--- src/rtl/run_length_detector_if.sv ---
// Bus bundle for run_length_detector: sample controls in, detect levels/pulses out.
// HIT_CNT/CNT_CLR exist only when RUN_DET_COUNT_EN is defined.
interface run_length_detector_if #(
    parameter int N_CH  = 4,
    parameter int CNT_W = 4
);
    logic                EN;
    logic [N_CH-1:0]     I;
    logic [CNT_W-1:0]    THRESH;
    logic [N_CH-1:0]     Q;
    logic [N_CH-1:0]     Q_RISE;
`ifdef RUN_DET_COUNT_EN
    logic [N_CH*8-1:0]   HIT_CNT;
    logic                CNT_CLR;

    modport master (output EN, I, THRESH, CNT_CLR, input Q, Q_RISE, HIT_CNT);
    modport slave  (input EN, I, THRESH, CNT_CLR, output Q, Q_RISE, HIT_CNT);
`else
    modport master (output EN, I, THRESH, input Q, Q_RISE);
    modport slave  (input EN, I, THRESH, output Q, Q_RISE);
`endif
endinterface

--- src/rtl/run_length_detector.sv ---
// Multi-channel run-of-ones detector with shared runtime threshold.
// Optional per-channel hit counters when RUN_DET_COUNT_EN is defined.
//
// state    | meaning
// IDLE     | no run in progress, cnt = 0
// COUNTING | run in progress, cnt below threshold
// DETECTED | run length reached threshold, Q held high until a 0
module run_length_detector #(
    parameter int N_CH     = 4,
    parameter int CNT_W    = 4,
    parameter int GAP_HOLD = 0
) (
    input  logic CLK,
    input  logic RST,
    run_length_detector_if.slave bus
);
    typedef enum logic [1:0] {
        IDLE     = 2'd0,
        COUNTING = 2'd1,
        DETECTED = 2'd2
    } state_t;

    localparam logic [CNT_W-1:0] CNT_MAX = '1;
    localparam logic [CNT_W-1:0] CNT_ONE = CNT_W'(1);

    state_t           state     [N_CH];
    state_t           state_nxt [N_CH];
    logic [CNT_W-1:0] cnt       [N_CH];
    logic [CNT_W-1:0] cnt_nxt   [N_CH];
    logic [CNT_W-1:0] cnt_inc   [N_CH];
    logic [N_CH-1:0]  q_r, q_nxt;
    logic [N_CH-1:0]  rise_r, rise_nxt;
    logic [CNT_W-1:0] thresh_eff;

    // A threshold of 0 behaves like 1 so a single 1 still qualifies.
    assign thresh_eff = (bus.THRESH == '0) ? CNT_ONE : bus.THRESH;

    always_comb begin
        for (int k = 0; k < N_CH; k++) begin
            cnt_inc[k] = (cnt[k] == CNT_MAX) ? cnt[k] : cnt[k] + CNT_ONE;
        end
    end

    always_comb begin
        q_nxt    = '0;
        rise_nxt = '0;
        for (int k = 0; k < N_CH; k++) begin
            state_nxt[k] = state[k];
            cnt_nxt[k]   = cnt[k];
            if (bus.EN) begin
                case (state[k])
                    IDLE: begin
                        if (bus.I[k]) begin
                            cnt_nxt[k]   = CNT_ONE;
                            state_nxt[k] = (thresh_eff == CNT_ONE) ? DETECTED : COUNTING;
                        end
                    end
                    COUNTING: begin
                        if (bus.I[k]) begin
                            cnt_nxt[k] = cnt_inc[k];
                            if (cnt_inc[k] >= thresh_eff) begin
                                state_nxt[k] = DETECTED;
                            end
                        end else if (GAP_HOLD == 0) begin
                            cnt_nxt[k]   = '0;
                            state_nxt[k] = IDLE;
                        end
                    end
                    DETECTED: begin
                        if (bus.I[k]) begin
                            cnt_nxt[k] = cnt_inc[k];
                        end else begin
                            cnt_nxt[k]   = '0;
                            state_nxt[k] = IDLE;
                        end
                    end
                    default: begin
                        cnt_nxt[k]   = '0;
                        state_nxt[k] = IDLE;
                    end
                endcase
            end
            q_nxt[k]    = (state_nxt[k] == DETECTED);
            rise_nxt[k] = bus.EN & q_nxt[k] & ~q_r[k];
        end
    end

    always_ff @(posedge CLK or posedge RST) begin
        if (RST) begin
            for (int k = 0; k < N_CH; k++) begin
                state[k] <= IDLE;
                cnt[k]   <= '0;
            end
            q_r    <= '0;
            rise_r <= '0;
        end else begin
            for (int k = 0; k < N_CH; k++) begin
                state[k] <= state_nxt[k];
                cnt[k]   <= cnt_nxt[k];
            end
            q_r    <= q_nxt;
            rise_r <= rise_nxt;
        end
    end

    assign bus.Q      = q_r;
    assign bus.Q_RISE = rise_r;

`ifdef RUN_DET_COUNT_EN
    logic [7:0] hit [N_CH];

    // Clear is independent of EN and wins over a coincident increment.
    always_ff @(posedge CLK or posedge RST) begin
        if (RST) begin
            for (int k = 0; k < N_CH; k++) hit[k] <= '0;
        end else begin
            for (int k = 0; k < N_CH; k++) begin
                if (bus.CNT_CLR) begin
                    hit[k] <= '0;
                end else if (rise_r[k] && hit[k] != 8'hFF) begin
                    hit[k] <= hit[k] + 8'd1;
                end
            end
        end
    end

    for (genvar g = 0; g < N_CH; g++) begin : g_hit
        assign bus.HIT_CNT[8*g +: 8] = hit[g];
    end
`endif
endmodule

--- src/flat_wrapper.sv ---
// flat-port wrapper written by rule: the top's interface ports become plain ports
module run_length_detector_flat 
#(
    parameter int N_CH     = 4,
    parameter int CNT_W    = 4,
    parameter int GAP_HOLD = 0
)
  (CLK, RST, bus_EN, bus_I, bus_THRESH, bus_Q, bus_Q_RISE);
  run_length_detector_if #(.N_CH(N_CH), .CNT_W(CNT_W)) bus_i ();
  input  logic CLK;
  input  logic RST;
  input wire logic [$bits(bus_i.EN)-1:0] bus_EN;
  input wire logic [$bits(bus_i.I)-1:0] bus_I;
  input wire logic [$bits(bus_i.THRESH)-1:0] bus_THRESH;
  output wire logic [$bits(bus_i.Q)-1:0] bus_Q;
  output wire logic [$bits(bus_i.Q_RISE)-1:0] bus_Q_RISE;
  assign bus_i.EN = bus_EN;
  assign bus_i.I = bus_I;
  assign bus_i.THRESH = bus_THRESH;
  assign bus_Q = bus_i.Q;
  assign bus_Q_RISE = bus_i.Q_RISE;
  run_length_detector #(.N_CH(N_CH), .CNT_W(CNT_W), .GAP_HOLD(GAP_HOLD)) u_core (.CLK(CLK), .RST(RST), .bus(bus_i));
endmodule
--- config.mk ---
export PLATFORM = sky130hd
export DESIGN_NAME = run_length_detector_flat
export DESIGN_NICKNAME = d
export VERILOG_FILES = /design/src/rtl/run_length_detector_if.sv /design/src/rtl/run_length_detector.sv /design/src/flat_wrapper.sv
export SDC_FILE = /design/constraint.sdc
export NUM_CORES = 1
export LEC_CHECK = 0
export ABC_AREA = 1
export CAP_MARGIN = 20
export CORE_MARGIN = 1
export CORE_UTILIZATION = 59
export DETAILED_ROUTE_END_ITERATION = 8
export PLACE_DENSITY = 0.8
export SKIP_CTS_REPAIR_TIMING = 1
export SYNTH_ARGS = -nofsm -noshare
export SYNTH_HDL_FRONTEND = slang
export SYNTH_SLANG_ARGS = --single-unit
--- constraint.sdc ---
create_clock -name CLK -period 2.85 [get_ports CLK]
set_clock_uncertainty 0.05 [all_clocks]
set_input_delay 0.4275 -clock CLK [delete_from_list [all_inputs] [get_ports CLK]]
set_output_delay 0.4275 -clock CLK [all_outputs]
set_load 0.005 [all_outputs]
==> out/metrics.cfg <==
[global_route]
met2_usage_pct = 39.3
grt_busiest_layer = met2
gr-total-overflow = 0
grt_pass1_wl_um = 8610
grt_use_met1_pct = 33.0
antenna_found_initial = 0
grt_max_degree = 33
grt_use_total_pct = 25.1
grt.met3_usage_pct = 5.50
grt_pass1_vias = 2079

[power_and_ir_drop]
p_leak_nw = 1.68
swShare_pct = 41.8
max-vdd-ir-drop_mv = 0.432
share_seq_of_total_power_pct = 29.3
total_power_w = 0.00234
clock_power_share_pct = 20.2
p_int_w = 0.00136
powerDensity_mw_per_mm2 = 789
power_frac_comb_pct = 50.4
power.switching_w = 0.000980

[clock_network]
cts_max_level = 2
cts_tree = yes
cts_root_buf = clkbuf_8
clock_latency_ns = 0.29
clkSlewWorstSetupHoldPaths_ns = 0.06
clock_path_buffers = 2
numCtsBuffers = 5
clock_sinks = 32

[sta]
hold_violations = 0
tightest_slew_ns = 0.616
max-slew-margin-rel_pct = 58.9
period_needed_ns = 2.39
rsz0062_at_grt = no
tns_ns = 0
drv_slew = 0
finalSetupViolations = 0
timing.fmax_ghz = 0.419
period_share_pct = 83.7

[floorplan]
initial_core_util_pct = 63.3
die_w_um = 68.5
rows = 23
boundaryPins = 19
die_height_um = 68.5
die_area_mm2 = 0.00469
core_region_area_mm2 = 0.00412

[synthesis]
seq_area_frac_synth_pct = 30.7
ys_types = 29
yosysWarnings = 0
synth_fa_ha_area_share_pct = 15.4
synthFlopType = dfrtp_1
avgSynthCellArea_um2 = 7.02
synth_top_family_by_area = simple AND/OR/NAND/NOR gates
synth_edf_count = 0
syn-num-nets = 414
async_flop_share_pct = 100
synth-simple-area-share_pct = 28.7
synth_area_mm2 = 0.00261
synth_xor_area_share_pct = 1.34
synth-compound-area-share_pct = 10.5
synth_seq_cells = 32
muxShareOfSynthArea_pct = 0
syn_inst = 371

[routing]
drtIter0Drc = 106
via_per_inst = 5.18
vias = 2310
totalWireLength_um = 5160
drc = 0
avgRoutedWirePerCell_um = 11.6
ant_nets = 0
first_pass_iters = 5

[setup_path]
r2r_setup_slack_ns = 0.58
path_max_fanout = 6
cp.required_ns = 2.98
max_stage_delay_ns = 0.51
start_kind = input pin
timing.critical_path.mode_cell = nand2_1
r2r_cells = 16
end_kind = flop
r2r_start = u_core.cnt[4]
r2r_end = u_core.bus.Q[2]
cpMaxStageDelayCell = clkdlybuf4s50_1
crit_start = bus_THRESH[2]
cp_cell_sequence = clkdlybuf4s50_1 > clkinv_2 > a31o_2 > ha_1 > inv_1 > nand2_1 > a21oi_1 > nand2_1 > nand2_1 > nand3_1 > nand2_1 > nand2_1 > nand2_1 > nand2_1 > nand3_2 > inv_1
crit_type = input pin to flop
critPathArrivalTime_ns = 2.51

[min_path]
min_path_cells = 2
hold_start = u_core.bus.Q[2]
hold_end = u_core.bus.Q_RISE[2]
hold_path_class = flop to flop

[final_layout]
final_cell_mix = nand2_1 (113), inv_1 (78), ha_1 (32), dfrtp_1 (32), clkdlybuf4s50_1 (18)
drive_above_1_share_pct = 10.6
diodes = 0
nNetsFinal = 438
area_delta_synth_final_pct = 14.1
final_common_cell = nand2_1

[flow_run]
cap_violations = 0

[placed_design]
gp_congestion = 0.873
io_buffers = 18
hpwl_um = 4010

[status]
outcome = complete, no violations

[worst max-delay path by stage]
stage,endpoint,cells after the start
2_1_floorplan,u_core.bus.Q[2],16
3_3_place_gp,u_core.bus.Q[1],16
3_5_place_dp,u_core.bus.Q[1],16
4_1_cts,u_core.bus.Q[2],16
5_1_grt,u_core.bus.Q[2],16
6_report,u_core.bus.Q[2],16
[flip-flops by register name, summed over array words and instances, names as in the netlist]
register and count:
u_core.state 8, u_core.cnt 16, u_core.bus.Q_RISE 4, u_core.bus.Q 4
[cell usage after synthesis, drive strengths merged (2+ instances only)]
library cell    n  share of area [%]
buf             3               0.67
inv            86                 12
dfrtp          32                 31
nand4           3               0.72
o22ai          12                2.9
nand3          24                6.6
nor2           10                1.8
ha             32                 15
clkinv          2               0.34
nor3            4               0.77
o211ai          2               0.58
a21oi          11                2.1
nand2         118                 17
or2             4               0.96
xor2            4                1.3
o21ai          19                3.6
[power groups by stage]
| stage | sequential [W] | clock (W) | combinational [W] |
|---|---|---|---|
| global placement | 0.000687 | 0 | 0.00114 |
| global route | 0.000709 | 0.000506 | 0.00138 |
| detailed placement | 0.000695 | 0 | 0.00116 |
| CTS | 0.000688 | 0.000486 | 0.00118 |
| floorplan | 0.000672 | 0 | 0.000898 |
| finish | 0.000687 | 0.000475 | 0.00118 |
[metrics by stage]
stage | instances | instance area (um^2) | hold WS [ns] | setup slack, ns | utilization, %
6_report | 446 | 2970 | 0.461 | 0.463 | 72.2
5_1_grt | 446 | 2970 | 0.489 | 0.306 | 72.2
4_1_cts | 446 | 2970 | 0.462 | 0.480 | 72.2
3_5_place_dp | 438 | 2850 | 0.450 | 0.192 | 69.2
3_3_place_gp | 438 | 2850 | 0.453 | 0.260 | 69.2
2_1_floorplan | 371 | 2610 | 0.464 | 0.882 | -
[critical path, delay by kind of cell]
| family | cells | cell delay, ns |
|---|---|---|
| compound gates | 2 | 0.45 |
| fa+ha+maj | 1 | 0.29 |
| buf+inv | 4 | 0.73 |
| simple gates | 9 | 0.61 |
[area by class of cell]
class	count	area (um^2)
well taps	50	62.6
flip-flops and latches	32	801
inverters	88	332
repair buffers	20	195
multi-input cells	248	1460
clock buffers	7	96.3
clock inverters	1	30.0
fillers	341	1140
[kinds of logic after synthesis]
logic type,count (synthesis)
AO/OA/AOI/OAI,48
XOR/XNOR,4
adder cells (fa/ha/maj),32
buffers and inverters,91
flip-flops,32
AND/OR/NAND/NOR,164
[per-layer routing]
layer,share of wire (%),routed length (um)
met5,0,0
met4,1.8,93
met3,4.1,212
met2,45,2320
met1,49,2530
Power figures use the tool's default switching activity.
